`config.mk`:
```
export PLATFORM = sky130hd
export DESIGN_NAME = fp_round_normalize
export DESIGN_NICKNAME = d
export VERILOG_FILES = /design/src/rtl/fpdsp_pkg.sv /design/src/rtl/fp_rne_rounder.sv /design/src/rtl/fp_round_normalize.sv
export SDC_FILE = /design/constraint.sdc
export NUM_CORES = 1
export LEC_CHECK = 0
export ABC_CLOCK_PERIOD_IN_PS = 6300
export CAP_MARGIN = 5
export CORE_MARGIN = 2
export CORE_UTILIZATION = 59
export CTS_BUF_LIST = sky130_fd_sc_hd__clkbuf_8 sky130_fd_sc_hd__clkbuf_16
export CTS_CLUSTER_SIZE = 12
export DETAILED_ROUTE_END_ITERATION = 8
export PLACE_DENSITY = 0.95
export REMOVE_ABC_BUFFERS = 1
export SYNTH_ARGS = -nofsm -noshare
export SYNTH_HDL_FRONTEND = slang
export SYNTH_SLANG_ARGS = --single-unit
```
`constraint.sdc`:
```
create_clock -name clk -period 6.3 [get_ports clk]
set_input_delay 0.945 -clock clk [delete_from_list [all_inputs] [get_ports clk]]
set_output_delay 0.945 -clock clk [all_outputs]
set_load 0.005 [all_outputs]
```
`src/rtl/fpdsp_pkg.sv`:
```
// Shared definitions for the FPDSP_Iterative multiplier datapath:
// IEEE-754 single-precision constants, exception bit positions and
// the state encoding of the iterative normalize/round stage.
package fpdsp_pkg;

    localparam int EXP_BIAS = 127;
    localparam int EXP_INF  = 255;
    localparam int FRAC_W   = 23;
    localparam int SIG_W    = FRAC_W + 1;

    localparam logic [31:0] QNAN = 32'h7FC0_0000;

    // Exception bundle layout: [4:2] invalid-operation causes, [1:0] infinite operand.
    localparam int EXC_INV_MSB = 4;
    localparam int EXC_INV_LSB = 2;
    localparam int EXC_INF_MSB = 1;
    localparam int EXC_INF_LSB = 0;

    typedef enum logic [2:0] {
        ST_IDLE,
        ST_NORM,
        ST_DENORM,
        ST_ROUND,
        ST_DONE
    } state_e;

endpackage

```
`src/rtl/fp_rne_rounder.sv`:
```
// Round-to-nearest-even on a 24-bit significand given the round and
// sticky bits. Purely combinational; shared by multiplier and adder paths.
module fp_rne_rounder
    import fpdsp_pkg::*;
(
    input  logic [SIG_W-1:0] sig_i,
    input  logic             r_i,
    input  logic             s_i,
    output logic [SIG_W-1:0] sig_o,
    output logic             carry_o
);

    logic inc;

    // Increment when above half, or exactly half with an odd LSB (ties to even).
    always_comb begin
        inc              = r_i & (s_i | sig_i[0]);
        {carry_o, sig_o} = {1'b0, sig_i} + {{SIG_W{1'b0}}, inc};
    end

endmodule

```
`src/rtl/fp_round_normalize.sv`:
```
// Iterative normalize/round stage: takes the raw Q2.46 mantissa product,
// normalizes one bit per cycle (including gradual-underflow right shifts),
// rounds to nearest even and hands the packed result plus the
// NegE/R/S/EOF/exception bundle to the exception logic.
module fp_round_normalize
    import fpdsp_pkg::*;
#(
    parameter int DENORM_MAX_SHIFT = 25,
    parameter int MAX_LSHIFT       = 46
) (
    input  logic        clk,
    input  logic        rst_n,
    input  logic        in_valid,
    output logic        in_ready,
    input  logic        in_sgn,
    input  logic [9:0]  in_exp,
    input  logic [47:0] in_mant,
    input  logic [4:0]  in_exc,
    output logic        out_valid,
    input  logic        out_ready,
    output logic [31:0] z,
    output logic        neg_e,
    output logic        r,
    output logic        s,
    output logic        eof,
    output logic [4:0]  exc_out
);

    // The shift counter reaches the "last" value on the cycle that performs the final allowed shift.
    localparam logic [5:0]        LSHIFT_LAST = 6'(MAX_LSHIFT - 1);
    localparam logic [5:0]        DENORM_LAST = 6'(DENORM_MAX_SHIFT - 1);
    localparam logic signed [11:0] EXP_INF_S  = 12'(EXP_INF);

    state_e             state_q;
    logic               sgn_q;
    logic signed [11:0] exp_q;
    logic [47:0]        mant_q;
    logic               sticky_q;
    logic [5:0]         cnt_q;
    logic [31:0]        z_q;
    logic               neg_e_q;
    logic               r_q;
    logic               s_q;
    logic               eof_q;
    logic [4:0]         exc_q;
    logic               out_valid_q;

    logic [47:0]        mant_nrm_d;
    logic signed [11:0] exp_nrm_d;
    logic               sticky_nrm_d;
    logic               norm_done;
    logic [47:0]        mant_dn_d;
    logic signed [11:0] exp_dn_d;
    logic               sticky_dn_d;
    logic               denorm_done;
    logic [31:0]        z_byp;

    logic [SIG_W-1:0]   sig_rnd;
    logic               r_rnd;
    logic               s_rnd;
    logic [SIG_W-1:0]   rsig;
    logic               rcarry;
    logic [SIG_W-1:0]   fsig;
    logic signed [11:0] exp_rnd;
    logic [31:0]        z_rnd;
    logic               eof_rnd;

    // Bypass result for exceptional operands or an exactly-zero product.
    always_comb begin
        if (in_exc[EXC_INV_MSB:EXC_INV_LSB] != '0) begin
            z_byp = QNAN;
        end else if (in_exc[EXC_INF_MSB:EXC_INF_LSB] != '0) begin
            z_byp = {in_sgn, 8'hFF, 23'b0};
        end else begin
            z_byp = {in_sgn, 31'b0};
        end
    end

    // One normalize step: pull an overflowing integer bit down, or push a leading zero out.
    always_comb begin
        mant_nrm_d   = mant_q;
        exp_nrm_d    = exp_q;
        sticky_nrm_d = sticky_q;
        if (mant_q[47]) begin
            mant_nrm_d   = {1'b0, mant_q[47:1]};
            exp_nrm_d    = exp_q + 12'sd1;
            sticky_nrm_d = sticky_q | mant_q[0];
        end else if (!mant_q[46]) begin
            mant_nrm_d = {mant_q[46:0], 1'b0};
            exp_nrm_d  = exp_q - 12'sd1;
        end
        norm_done = (mant_nrm_d[47:46] == 2'b01) || (cnt_q == LSHIFT_LAST);
    end

    // One gradual-underflow step: shift right until the exponent reaches the denormal floor.
    always_comb begin
        mant_dn_d   = {1'b0, mant_q[47:1]};
        exp_dn_d    = exp_q + 12'sd1;
        sticky_dn_d = sticky_q | mant_q[0];
        denorm_done = (exp_dn_d == 12'sd1) || (cnt_q == DENORM_LAST);
    end

    assign sig_rnd = mant_q[46:23];
    assign r_rnd   = mant_q[22];
    assign s_rnd   = (|mant_q[21:0]) | sticky_q;

    fp_rne_rounder u_rounder (
        .sig_i   (sig_rnd),
        .r_i     (r_rnd),
        .s_i     (s_rnd),
        .sig_o   (rsig),
        .carry_o (rcarry)
    );

    // Renormalize a rounding carry and pack; a denormal that rounds into bit 23 becomes the smallest normal.
    always_comb begin
        fsig    = rcarry ? {1'b1, rsig[SIG_W-1:1]} : rsig;
        exp_rnd = rcarry ? (exp_q + 12'sd1) : exp_q;
        eof_rnd = 1'b0;
        if (neg_e_q) begin
            z_rnd = {sgn_q, 7'b0, fsig[FRAC_W], fsig[FRAC_W-1:0]};
        end else if (exp_rnd >= EXP_INF_S) begin
            z_rnd   = {sgn_q, 8'hFF, 23'b0};
            eof_rnd = 1'b1;
        end else begin
            z_rnd = {sgn_q, exp_rnd[7:0], fsig[FRAC_W-1:0]};
        end
    end

    // Control FSM with registered result and handshake outputs.
    always_ff @(posedge clk or negedge rst_n) begin
        if (!rst_n) begin
            state_q     <= ST_IDLE;
            sgn_q       <= 1'b0;
            exp_q       <= '0;
            mant_q      <= '0;
            sticky_q    <= 1'b0;
            cnt_q       <= '0;
            z_q         <= '0;
            neg_e_q     <= 1'b0;
            r_q         <= 1'b0;
            s_q         <= 1'b0;
            eof_q       <= 1'b0;
            exc_q       <= '0;
            out_valid_q <= 1'b0;
        end else begin
            case (state_q)
                ST_IDLE: begin
                    if (in_valid) begin
                        sgn_q    <= in_sgn;
                        exp_q    <= {{2{in_exp[9]}}, in_exp};
                        mant_q   <= in_mant;
                        exc_q    <= in_exc;
                        sticky_q <= 1'b0;
                        cnt_q    <= '0;
                        neg_e_q  <= 1'b0;
                        r_q      <= 1'b0;
                        s_q      <= 1'b0;
                        eof_q    <= 1'b0;
                        if ((in_exc != '0) || (in_mant == '0)) begin
                            z_q         <= z_byp;
                            out_valid_q <= 1'b1;
                            state_q     <= ST_DONE;
                        end else begin
                            z_q     <= '0;
                            state_q <= ST_NORM;
                        end
                    end
                end
                ST_NORM: begin
                    mant_q   <= mant_nrm_d;
                    exp_q    <= exp_nrm_d;
                    sticky_q <= sticky_nrm_d;
                    cnt_q    <= cnt_q + 6'd1;
                    if (norm_done) begin
                        cnt_q   <= '0;
                        state_q <= (exp_nrm_d < 12'sd1) ? ST_DENORM : ST_ROUND;
                    end
                end
                ST_DENORM: begin
                    mant_q   <= mant_dn_d;
                    exp_q    <= exp_dn_d;
                    sticky_q <= sticky_dn_d;
                    neg_e_q  <= 1'b1;
                    cnt_q    <= cnt_q + 6'd1;
                    if (denorm_done) begin
                        state_q <= ST_ROUND;
                    end
                end
                ST_ROUND: begin
                    z_q         <= z_rnd;
                    r_q         <= r_rnd;
                    s_q         <= s_rnd;
                    eof_q       <= eof_rnd;
                    out_valid_q <= 1'b1;
                    state_q     <= ST_DONE;
                end
                ST_DONE: begin
                    if (out_ready) begin
                        out_valid_q <= 1'b0;
                        state_q     <= ST_IDLE;
                    end
                end
                default: begin
                    state_q <= ST_IDLE;
                end
            endcase
        end
    end

    assign in_ready  = (state_q == ST_IDLE);
    assign out_valid = out_valid_q;
    assign z         = z_q;
    assign neg_e     = neg_e_q;
    assign r         = r_q;
    assign s         = s_q;
    assign eof       = eof_q;
    assign exc_out   = exc_q;

endmodule

```
-- Word-level counts from Yosys, hierarchy flattened
Index checks and enable logic that the tools add are counted.
- $add $sub $neg: 4
- order comparisons: 2
- muxes and demuxes: 40
- bitwise operators: 4
- reductions and logical operators: 21
- equality and inequality tests: 15
- operators by type and width (operator ; count):
    $pmux W48 S3 ; 1
    $mux W32 ; 3
    $mux W47 ; 2
    $mux W31 ; 3
    $pmux W32 S2 ; 1
    $logic_not A48 Y1 ; 1
    $mux W12 ; 4
    $mux W48 ; 1
    $pmux W12 S3 ; 1
    $add A24 B1 Y25 ; 1
    $mux W24 ; 1
    $reduce_or A22 Y1 ; 1
    $pmux W6 S3 ; 1
    $mux W3 ; 5
    $pmux W3 S5 ; 1
    $add A12 B2 Y12 const B ; 1
    $eq A12 B2 Y1 const B ; 1
    $ge A12 B9 Y1 const B ; 1
    $lt A12 B2 Y1 const B ; 1
    $mux W6 ; 2
    $sub A12 B2 Y12 const B ; 1
    $ne A2 B2 Y1 const B ; 5
    $reduce_bool A3 Y1 ; 3
    $mux W1 ; 8
    other kinds (20) ; 36
- word-level logic and storage cells: 100
- flip-flop bits (word level): 113
- bits of input ports: 68
- output and inout port bits: 43

-- Depth between registers and ports, before layout
Gate-level depths: netlist of run 1.
- word-level depth: 10
- mapped depth: 13
- gate-level depth less buffers: 9

-- By module
A second synthesis of run 1 with hierarchy kept.
- cells, all modules: 838
- area total of the unflattened synthesis: 7255.7 um^2
- modules (own cells, without submodules) (module ; cells each ; area each (um^2) ; instances ; sequential area each (um^2)):
    fp_round_normalize ; 773 ; 6794.0 ; 1 ; 2827.7
    fp_rne_rounder ; 65 ; 461.7 ; 1 ; 0.0

-- Worst setup path before layout of run 1
No wires, ideal clock.
- path type: register to register
- from: register exp_q[0]
- to: register state_q[0]
- setup time: 126 ps
- period minus slack after synthesis: 2613 ps
- path buffers: 0
- setup slack: 3687 ps
- arrival: 2487 ps
- data required time: 6174 ps
- cell stages (with the launch flop): 10
- cells stage by stage: dfrtp_1 inv_1 ha_1 or4b_4 mux2i_1 xor2_1 or4_1 nor3_1 a21oi_1 o32a_1
- longest elaborated chain between the ends: 7
- elaborated cells between the ends (all ways): 12
- classes of those cells: add/sub (2); order compare (1); eq/ne (2); mux (5); reduce/logical (2)
- RTL lines (what ; line ; RTL):
    from (decl) ; fp_round_normalize.sv:36 ; logic signed [11:0] exp_q;
    from (signal assigned) ; fp_round_normalize.sv:151 ; exp_q <= {{2{in_exp[9]}}, in_exp};
    from (signal assigned) ; fp_round_normalize.sv:172 ; exp_q <= exp_nrm_d;
    from (signal assigned) ; fp_round_normalize.sv:182 ; exp_q <= exp_dn_d;
    $sub A12 B2 Y12 ; fp_round_normalize.sv:90 ; exp_nrm_d = exp_q - 12'sd1;
    $mux W12 ; fp_round_normalize.sv:88 ; end else if (!mant_q[46]) begin
    $mux W12 ; fp_round_normalize.sv:84 ; if (mant_q[47]) begin
    $lt A12 B2 Y1 ; fp_round_normalize.sv:177 ; state_q <= (exp_nrm_d < 12'sd1) ? ST_DENORM : ST_ROUND;
    $mux W1 ; fp_round_normalize.sv:177 ;
    $mux W3 ; fp_round_normalize.sv:175 ; if (norm_done) begin
    $pmux W3 S5 ; fp_round_normalize.sv:147 ; case (state_q)
    to (signal assigned) ; fp_round_normalize.sv:177 ;
    to (decl) ; fp_round_normalize.sv:34 ; state_e state_q;
Parallel ways exist; a longest one is shown, timed or not. The select of a mux whose other input is x is not followed.
A chain may end at the register's enable or synchronous reset.

-- Worst setup path after layout of run 1
- from: register mant_q[23]
- to: register z_q[2], in the netlist z[2]
- longest elaborated chain between the ends: 8
- elaborated cells between the ends (all ways): 9
- classes of those cells: add/sub (1); order compare (1); mux (5); bitwise (2)
- RTL lines (what ; line ; RTL):
    from (decl) ; fp_round_normalize.sv:37 ; logic [47:0] mant_q;
    from (signal assigned) ; fp_round_normalize.sv:152 ; mant_q <= in_mant;
    from (signal assigned) ; fp_round_normalize.sv:171 ; mant_q <= mant_nrm_d;
    from (signal assigned) ; fp_round_normalize.sv:181 ; mant_q <= mant_dn_d;
    $or A1 B1 Y1 ; fp_rne_rounder.sv:17 ; inc = r_i & (s_i | sig_i[0]);
    $and A1 B1 Y1 ; fp_rne_rounder.sv:17 ;
    $add A24 B1 Y25 (*) ; fp_rne_rounder.sv:18 ; {carry_o, sig_o} = {1'b0, sig_i} + {{SIG_W{1'b0}}, inc};
    $mux W12 ; fp_round_normalize.sv:118 ; exp_rnd = rcarry ? (exp_q + 12'sd1) : exp_q;
    $ge A12 B9 Y1 ; fp_round_normalize.sv:122 ; end else if (exp_rnd >= EXP_INF_S) begin
    $mux W31 ; fp_round_normalize.sv:122 ;
    $mux W31 (*) ; fp_round_normalize.sv:120 ; if (neg_e_q) begin
    $pmux W32 S2 (*) ; fp_round_normalize.sv:147 ;
    to (signal assigned) ; fp_round_normalize.sv:161 ; z_q <= z_byp;
    to (signal assigned) ; fp_round_normalize.sv:191 ; z_q <= z_rnd;
    to (decl) ; fp_round_normalize.sv:40 ; logic [31:0] z_q;
Mark *: on every way between the ends. The rest lies on a longest branch, timed or not.

==> run summary, run 1 <==
The routability congestion estimate is 0.927. The total number of H-tree levels is 4. Detailed routing placed a total of 2.32 mm of wire on met3. After clock tree synthesis, the clock-pin slew on the worst setup and hold paths is 60 ps. The average cell area after synthesis came out at 8.51 sq um. The cell area that synthesis handed to floorplanning was 7050 sq um.

The count of instances resized after the clock tree is built is 0. The number of global-route vias before repair came to 6747. The slowest stage of the critical path belongs to the cell and3b_1. The fraction of layout cells with a size suffix above 1 came out at 9.15%. The initial antenna violation count came to 0. The number of sinks handled by clock tree synthesis came out at 113. The category of the worst setup path launch point is a flop. The total count of max-transition violations in the final report was 0. The number of hold buffers added after cts came out at 0.

The final critical-path share of the clock period came out at 52.0%. The worst supply voltage drop on vdd came out at 0.207 mV. Once detail routing completed, the nets flagged for antenna violations numbered 0. The first global-routing pass estimated 34.5 mm of wire. The synthesized netlist contains 79 unique library cells.

The routed length on met1 came out at 7.94 mm. nand2_1 is the most common cell in the netlist. TritonCTS built the clock tree. For this run, the post-layout net count is 980. The number of endpoints failing setup at the final stage came out at 0.

The number of DRC violations after detailed routing came out at 0. The commonest cells after synthesis are nand2_1, dfrtp_1, o21ai_0. The final-layout setup total negative slack is 0 ps. Setup repair after global routing left no endpoint under its margin. The number of filler instances in the final layout is 752.

For the worst setup path, the data arrival time is 3550 ps. The largest stage delay on the critical path is 730 ps. The final cell count without fillers is 1061.

The count of boundary I/O pins is 111. Among cell families on the critical path, the largest total delay comes from simple AND/OR/NAND/NOR gates. The critical path goes through and2_1 > ha_1 > and3_4 > nand3_1 > nor3_2 > nand2_1 > xnor2_1 > and3b_1 > o21ai_0. The worst setup path is of the flop to flop kind. The highest attainable clock frequency came out at 0.305 GHz.

The core region is 11500 sq um. TritonCTS created 17 clock buffers. The register area is 2830 sq um. Among all flip-flop cells after synthesis, the most frequent one is dfrtp_1. The tool flagged a number of max-cap violations equal to 0. The yosys synthesis warning count is 0. In the synthesized netlist, the number of instances is 828. The sort of element at the end of the critical path is a flop.

Ranked by total cell area, the synthesized netlist is headed by dfrtp_1, nand2_1, o21ai_0. In the final layout, the multi-input gates occupy 3850 sq um. The number of enable-type register cells in the synthesized netlist came out at 0. The number of buffer and inverter stages on the critical path is 0. At the pin with the least slew margin, the transition time is 1060 ps. The clock skew after layout came out at 4.18 ps. The full die area is 12800 sq um.

For this run the aggregate overflow at the end of global routing stands at 0. The number of synthesized register bits is 113. Headroom to the max-slew limit came out at 28.9%.

The highest metal layer used by the detailed router is met4. The average routed wire per standard cell is 20.0 microns. The x dimension of the die came out at 113 microns. After synthesis, flip-flops and latches occupy 40.1% of the total area. The count of placed standard cells including taps is 1028. At the worst endpoint, the required time is 6580 ps.

The largest net degree at the start of global routing came out at 72. Wires add up to 21.2 mm. After detailed routing, the met2 layer carries 9.84 mm of wire. The clock passes through at most 2 buffers.

Buffers placed on the I/O ports in this run total 110. The count of final hold-check violations came out at 0. The vertical die dimension came out at 113 microns.

Once the floorplan was initialized, standard cells occupied 61.2% of the core. The top cell type by area accounts for 40.1% of the synthesized area. The estimated wirelength of the detail-placed design is 14.1 mm. The count of buffers added by post-CTS timing repair for setup is 0. The static power due to leakage came out at 3.43 nW. The share of flip-flops with an asynchronous set or reset after synthesis came out at 100%. The area added between synthesis and finish is 23.3%. The clock period minus worst slack is 3280 ps. The detailed router finished its first iteration with 1030 violations.

The standard-cell row count came out at 39. Dividing total power by cell area gives a power density of 394 nW/um^2. The largest total area in the synthesized netlist belongs to dfrtp_1. The min-delay analysis places its worst path in the category flop to flop. The via count normalized by instance count came out at 6.82. The clock latency of the later-clocked register in the worst-skew pair is 430 ps. The routed via count is 7236.

The largest driver fanout on the critical path came out at 15. The cell sitting at the root of the clock tree is a clkbuf_16. The flow ran to the end, and the final reports show no timing, DRC or antenna violations. 0 antenna diodes ended up in the layout. Global routing used 33.8% of the available tracks across all layers.

The detailed-routing iteration count for the pre-antenna-repair pass came out at 7.
[worst reg2reg max path, cell delays in order (launching register included)]
cell     delay, ps
dfrtp_1        460
and2_1         170
ha_1           180
and3_4         230
nand3_1        140
nor3_2         580
nand2_1        140
xnor2_1        280
and3b_1        730
o21ai_0        210
[per-layer routing]
metal | vias to the layer above | track usage, %
met1 | 3390 | 44.4
met4 | 0 | 17.2
met5 | - | 0
met3 | 108 | 7.45
li1 | 3205 | -
met2 | 533 | 53.0
[registers in the layout, indices dropped and copies added (netlist names)]
| register | cells |
|---|---|
| cnt_q | 6 |
| sgn_q | 1 |
| eof | 1 |
| neg_e | 1 |
| state_q | 3 |
| r | 1 |
| exp_q | 12 |
| s | 1 |
| exc_out | 5 |
| sticky_q | 1 |
| mant_q | 48 |
| out_valid | 1 |
| z | 32 |
[cell families after synthesis]
logic type / count (synthesis) / synth area share, %
mux: 5 / 0.728
simple gates: 313 / 21.8
fa+ha+maj: 7 / 1.24
flops: 113 / 40.1
compound gates: 269 / 25.0
xor+xnor: 46 / 5.72
buf+inv: 75 / 5.42
[placed cells by master (no fill, tap or decap), types with 5 or more instances in the layout]
master	instances
o211ai_1	5
nor4_1	25
a221oi_1	5
a22oi_1	19
a221o_1	26
nor3_1	16
o21ai_1	10
nand3_1	20
inv_1	13
nand4_1	11
a31oi_1	23
buf_4	11
a21oi_1	31
clkinvlp_4	5
nand2_1	139
o22ai_1	5
and3_1	6
nand2b_1	6
o21ai_0	100
xor2_1	19
nor2_1	52
ha_1	7
dfrtp_1	113
clkbuf_16	17
o21ai_2	9
clkdlybuf4s50_1	109
and2_1	6
xnor2_1	27
[where the power goes]
group | switching [W] | internal, W | leakage (nW) | total, W
sequential | 0.000439 | 0.000954 | 1.40 | 0.00139
clock | 0.000357 | 0.000640 | 0.287 | 0.000997
combinational | 0.000589 | 0.000440 | 1.75 | 0.00103
[area by class of cell]
type / count / share of cell area (%)
clock buffers: 19 / 5.21
clock inverters: 13 / 1.84
inverters: 13 / 0.562
multi-input cells: 640 / 44.3
flip-flops and latches: 113 / 32.5
well taps: 143 / 2.06
repair buffers: 120 / 13.5
[per-stage QoR]
stage | hold slack [ps] | utilization (%) | total power [W] | instance area, sq um | setup slack (ps)
after global routing | 490 | 75.4 | 0.00358 | 8690 | 2870
after CTS | 475 | 75.4 | 0.00338 | 8680 | 3090
after global placement | 457 | 70.1 | 0.00231 | 8070 | 2840
final | 471 | 75.4 | 0.00342 | 8690 | 3020
after detailed placement | 462 | 70.1 | 0.00236 | 8070 | 2760
after floorplan | 446 | - | 0.00193 | 6710 | 2750
[path summary, 6_finish.rpt]
path                                             start                endpoint  slack (ps)  cells after the start
worst max-delay path            mant_q[23]$_DFFE_PN0P_        z[2]$_DFFE_PN0P_        3020                      9
worst min-delay path            exc_out[2]$_DFFE_PN0P_  exc_out[2]$_DFFE_PN0P_         470                      2
worst max register to register  mant_q[23]$_DFFE_PN0P_        z[2]$_DFFE_PN0P_        3020                      9
worst min register to register  exc_out[2]$_DFFE_PN0P_  exc_out[2]$_DFFE_PN0P_         470                      2
max in group asynchronous                        rst_n       z[28]$_DFFE_PN0P_        4500                      2
min in group asynchronous                        rst_n  mant_q[14]$_DFFE_PN0P_         490                      1
Power figures use the tool's default switching activity.
==> run 2, diff against run 1 <==
--- a/config.mk
+++ b/config.mk
@@ -5,14 +5,14 @@
 export SDC_FILE = /design/constraint.sdc
 export NUM_CORES = 1
 export LEC_CHECK = 0
-export ABC_CLOCK_PERIOD_IN_PS = 6300
+export ABC_CLOCK_PERIOD_IN_PS = 2800
 export CAP_MARGIN = 5
 export CORE_MARGIN = 2
-export CORE_UTILIZATION = 59
+export CORE_UTILIZATION = 49
 export CTS_BUF_LIST = sky130_fd_sc_hd__clkbuf_8 sky130_fd_sc_hd__clkbuf_16
 export CTS_CLUSTER_SIZE = 12
 export DETAILED_ROUTE_END_ITERATION = 8
-export PLACE_DENSITY = 0.95
+export PLACE_DENSITY = 0.85
 export REMOVE_ABC_BUFFERS = 1
 export SYNTH_ARGS = -nofsm -noshare
 export SYNTH_HDL_FRONTEND = slang
==> constraint.sdc (replaced) <==
create_clock -name clk -period 2.8 [get_ports clk]
set_input_delay 0.42 -clock clk [delete_from_list [all_inputs] [get_ports clk]]
set_output_delay 0.42 -clock clk [all_outputs]
set_load 0.005 [all_outputs]
==> run summary, run 2 (synthesis gave the netlist of run 1 again) <==
The run finished with clean final reports. Setup repair after global routing left no endpoint under its margin. From bottom edge to top edge, the die measures 124 microns.

The count of inserted antenna diode cells is 0. Entering global routing, the biggest net connects 59 pins. The setup path with the least slack is of type flop to flop.

Compared with the post-synthesis result, the final layout area differs by 29.3%. The number of buffer and inverter stages on the critical path is 1. The cell class contributing the biggest share of worst-path delay is simple AND/OR/NAND/NOR gates. The die covers 15400 sq um.

After clock tree synthesis, the clock-pin slew on the worst setup and hold paths is 50 ps. The estimated wirelength of the detail-placed design is 14.9 mm. The number of hold buffers added after cts came out at 0. The root buffer cell chosen for the clock tree is clkbuf_16.

The arrival time at the worst endpoint came out at 2970 ps. In this run, CTS created clock tree buffers numbering 17. The count of instances resized after the clock tree is built is 0.

The library cell used most frequently in the layout, excluding fill and tap cells, is nand2_1. The multi-input combinational cells in the finished layout cover a total of 3850 sq um. The clock latency of the later-clocked register in the worst-skew pair is 430 ps. The starting density of the core came out at 50.4%.

In the routed design, unresolved DRC markers number 0. The port buffer count came out at 110. The detailed-route wire length is 21.1 mm. The largest driver fanout on the critical path is 4. The post-route antenna net violation count came out at 0. Ranked by flip-flop count, first place goes to mant_q. The total congestion overflow after global routing came out at 0.

The largest stage delay on the critical path came out at 530 ps. The final core utilization is 65.2%. The number of sinks handled by clock tree synthesis came out at 113. The worst hold path class is input port to async pin. The count of buffers added by post-CTS timing repair for setup is 0.

Among all stages on the critical path, the largest delay is contributed by or4_1. The worst supply voltage drop on vdd is 0.553 mV. Adding up every negative setup slack in the final design gives 0 ps. Setup violations remaining at the end of the flow were counted as 0. The number of filler instances in the final layout is 1132. The worst setup path is launched from a flop. The total count of max-transition violations in the final report came to 0. The highest attainable clock frequency is 0.376 GHz. The first global-routing pass estimated 34.1 mm of wire.

The routability congestion estimate is 0.987. The total number of H-tree levels came out at 4. The clock skew after layout came out at 7.45 ps.

The worst-case setup margin in the final layout came out at 140 ps. The overall routing resource usage is 28.6%. At the worst endpoint, the required time is 3110 ps. The die is 124 microns wide. The placeable core region came out at 14000 sq um. The worst path in the final design needs a cycle of 2660 ps, including I/O delays and setup.

The standard-cell row count came out at 43. The count of routing violations after the opening detailed-route iteration is 804. The max capacitance violation total is 0.

The fraction of layout cells with a size suffix above 1 came out at 12.7%. The worst-case setup slack after placement came out at 157 ps. The count of final hold-check violations is 0. The routed via count is 7114.

The power per cell area is 882 nW/um^2. The net count of the finished layout is 1019. The initial antenna violation count is 0. Summed over all cells, the static leakage comes to 3.68 nW. Traced cell by cell, the critical path runs through inv_1 > ha_1 > or4b_4 > mux2i_1 > xor2_1 > or4_1 > nor3_1 > a21oi_1 > o32a_1. TritonCTS built the clock tree.

The average routed wire per standard cell is 18.5 microns. Measured against its own limit, the worst slew margin works out to 29.9%. The detailed-routing iteration count for the pre-antenna-repair pass is 5. The register area came out at 2830 sq um. The final critical-path share of the clock period is 95.0%. The buffer levels on the longest clock path is 2. The via count normalized by instance count came out at 6.26. The worst setup path is captured at a flop. Leaving out fill and tap cells, the most frequent cells in the layout are nand2_1, dfrtp_1, clkdlybuf4s50_1. The register with the most flip-flops in the layout has 48 of them. The number of global-route vias before repair came out at 6555. At the pin with the least slew margin, the transition time is 1050 ps. The count of boundary I/O pins is 111.
## run 2: metrics by stage
step                      power (W)  instance area, sq um  hold WS, ps  instances
final                       0.00804                  9110         60.5       1137
after detailed placement    0.00561                  8460          463       1105
after global placement      0.00554                  8460          457       1105
after global routing        0.00849                  9110          134       1137
after floorplan             0.00434                  6710          124        766
after CTS                   0.00798                  9110          100       1137
## run 2: per-layer routing
metal  wire (microns)  vias to the layer above  global-route usage, %
li1                 -                     3282                      -
met1             9050                     3372                   40.7
met2             9740                      412                   45.0
met3             1790                       48                   4.40
met4              478                        0                   9.06
met5                0                        -                      0
## run 2: where the power goes
part           internal (W)  total, W  leakage, nW  switching (W)
logic               0.00121   0.00281         1.96        0.00160
registers           0.00215   0.00287         1.40       0.000723
clock network       0.00160   0.00235        0.323       0.000752
total               0.00496   0.00804         3.68        0.00308
## run 2: worst paths after layout
check / from / endpoint / slack, ps / cells past startpoint
worst max-delay path: exp_q[1]$_DFFE_PN0P_ / state_q[0]$_DFFE_PN0P_ / 140 / 9
worst min-delay path: rst_n / z[29]$_DFFE_PN0P_ / 60 / 1
worst max register to register: exp_q[1]$_DFFE_PN0P_ / state_q[0]$_DFFE_PN0P_ / 140 / 9
worst min register to register: exc_out[4]$_DFFE_PN0P_ / exc_out[4]$_DFFE_PN0P_ / 470 / 2
max in group asynchronous: rst_n / mant_q[37]$_DFFE_PN0P_ / 2080 / 2
min in group clk: exc_out[4]$_DFFE_PN0P_ / exc_out[4]$_DFFE_PN0P_ / 470 / 2
## run 2: cell type report
class	instances	share of cell area [%]
repair buffers	159	16.6
inverters	13	0.535
well taps	180	2.47
clock inverters	10	1.70
clock buffers	22	5.42
flip-flops and latches	113	31.0
multi-input cells	640	42.2
==> run 3, diff against run 2 <==
--- a/config.mk
+++ b/config.mk
@@ -14,6 +14,7 @@
 export DETAILED_ROUTE_END_ITERATION = 8
 export PLACE_DENSITY = 0.85
 export REMOVE_ABC_BUFFERS = 1
+export SETUP_SLACK_MARGIN = 0.3
 export SYNTH_ARGS = -nofsm -noshare
 export SYNTH_HDL_FRONTEND = slang
 export SYNTH_SLANG_ARGS = --single-unit
==> constraint.sdc (replaced) <==
create_clock -name clk -period 2.8 [get_ports clk]
set_input_delay 0.42 -clock clk [delete_from_list [all_inputs] [get_ports clk]]
set_output_delay 0.42 -clock clk [all_outputs]
set_load 0.01 [all_outputs]
==> run summary, run 3 (synthesis gave the netlist of run 1 again) <==
The flow ran to the end, and the final reports show no timing, DRC or antenna violations. The clock transition at the register clock pins on the worst setup and hold paths after CTS came out at 50 ps. The count of boundary I/O pins came out at 111. The number of antenna diodes in the final layout is 0. The routed via count is 7281. The finished cells cover 9340 sq um.

In this run the clock root is driven by a clkbuf_16. The worst-case IR drop observed on VDD is 0.546 mV. TritonCTS built the clock tree. The number of DRC violations after detailed routing is 0. Timing would allow up to 0.384 GHz.

The first detailed-routing pass ran for 5 iterations. Global routing finished with a remaining overflow of 0. For the worst flop-to-flop path, the logic depth is 7. Of the cells placed in the final design, the portion with a size suffix greater than 1 is 16.2%.

The min-delay analysis places its worst path in the category input port to async pin. For the worst setup path, the data required time is 3110 ps. After layout, the design draws a total of 0.00841 W. The standard-cell row count is 43. STA classifies the critical path endpoint as a flop. The placeable core region is 14000 sq um.

The average routed wire per standard cell came out at 18.8 microns. The port buffer count came out at 110. The vertical die dimension is 124 microns.

The max capacitance violation total is 0. Headroom to the max-slew limit came out at 49.1%. After the first detailed-routing iteration, the DRC count stood at 926.

Counting the buffers created by CTS gives 17. Dividing the detail-routed via count by the number of cells gives 6.31. The global-route wire length before repair is 34.4 mm. The count of nets left with antenna violations once routing finished came out at 0.

In the final design database the tool counted 1036 nets. The register with the most flip-flops is mant_q. Setup repair after global routing could not meet its margin everywhere. After layout, the minimum clock period comes to 2610 ps. Setup violations remaining at the end of the flow were counted as 0. From synthesis to final layout, the design area changed by 32.5%. The total number of H-tree levels came out at 4.

In the layout the commonest cells are nand2_1, dfrtp_1, clkdlybuf4s50_1. The power per cell area is 901 nW/um^2. The estimated wirelength of the detail-placed design is 14.9 mm. Of all nets on the critical path, the largest fanout is 6.

The routability congestion estimate is 0.987. The placed standard-cell area came out at 8460 sq um. The starting density of the core came out at 50.4%. The count of final hold-check violations is 0. The buffer levels on the longest clock path is 2. The category of the worst setup path launch point is a flop. The clock latency of the later-clocked register in the worst-skew pair came out at 420 ps.

The final-layout setup total negative slack came out at 0 ps. The leading cell type in the layout, fill and taps excluded is nand2_1. The final critical-path share of the clock period came out at 93.1%.

The total count of max-transition violations in the final report is 0. The floorplan step set the die width to 124 microns. The number of global-route vias before repair came out at 6637. For this design the static power due to leakage is 3.77 nW.

The worst-margin pin slew came out at 764 ps. The initial antenna violation count is 0. The overall routing resource usage is 28.8%.

The number of hold buffers added after cts came out at 0. The flip-flop count of the largest register after layout came out at 48. For the final database, setup skew stands at 7.88 ps.

The detailed-route wire length came out at 21.7 mm. The number of sinks handled by clock tree synthesis is 113. The critical path is of the flop to flop type.

The full die area is 15400 sq um. For the worst setup path, the data arrival time is 2910 ps. The filler cells instantiated in the layout total 1099. Entering global routing, the biggest net connects 59 pins.
-- run 3: changes by cell type in the layout (fill, tap and decap cells not counted), sizes merged --
cell,delta
buf,+17
-- run 3: metrics by stage --
stage	cells	hold slack [ps]	setup WS [ps]	utilization (%)
after global placement	1105	457	193	60.5
after detailed placement	1105	463	157	60.5
after floorplan	766	124	-370	-
final	1154	56.5	193	66.7
after CTS	1149	100	264	65.9
after global routing	1154	134	74.9	66.7
-- run 3: layout make-up --
class                           instances  area, sq um  area share [%]
Clock inverter                         10          155            1.66
Sequential cell                       113         2830            30.3
Clock buffer                           22          494            5.29
Inverter                               13         48.8           0.523
Timing Repair Buffer                  176         1650            17.7
Multi-Input combinational cell        640         3940            42.2
Tap cell                              180          225            2.41
-- run 3: layer usage --
metal  vias to the layer above  wire length (microns)  GRT usage [%]
li1                       3318                      -              -
met3                        58                   1950           4.62
met5                         -                      0              0
met4                         0                    614           9.48
met1                      3488                   9090           40.6
met2                       417                  10000           45.6
-- run 3: timing repair --
item                                    in CTS  in global routing
pin swaps                                    6                  4
buffers inserted                            12                  5
endpoints found under the setup margin       5                 37
gates resized for setup                      5                 21
-- run 3: final timing paths --
check / to / slack, ps / startpoint
max: state_q[0]$_DFFE_PN0P_ / 190 / exp_q[2]$_DFFE_PN0P_
min: z[29]$_DFFE_PN0P_ / 60 / rst_n
max reg2reg: state_q[0]$_DFFE_PN0P_ / 190 / exp_q[2]$_DFFE_PN0P_
min reg2reg: exc_out[4]$_DFFE_PN0P_ / 470 / exc_out[4]$_DFFE_PN0P_
max in group asynchronous: mant_q[36]$_DFFE_PN0P_ / 2070 / rst_n
min in group clk: exc_out[4]$_DFFE_PN0P_ / 470 / exc_out[4]$_DFFE_PN0P_
-- run 3: critical path, stage by stage (launching register included) --
cell and delay, ps:
dfrtp_2 460, or4_4 560, mux2i_1 170, xor2_1 110, or4_1 550, nor3_2 210, a21oi_1 100, o32a_1 330
-- run 3: report_power, final --
part           switching, W  internal (W)  leakage (nW)
clock network      0.000758       0.00160         0.323
logic               0.00174       0.00142          2.06
registers          0.000742       0.00215          1.40
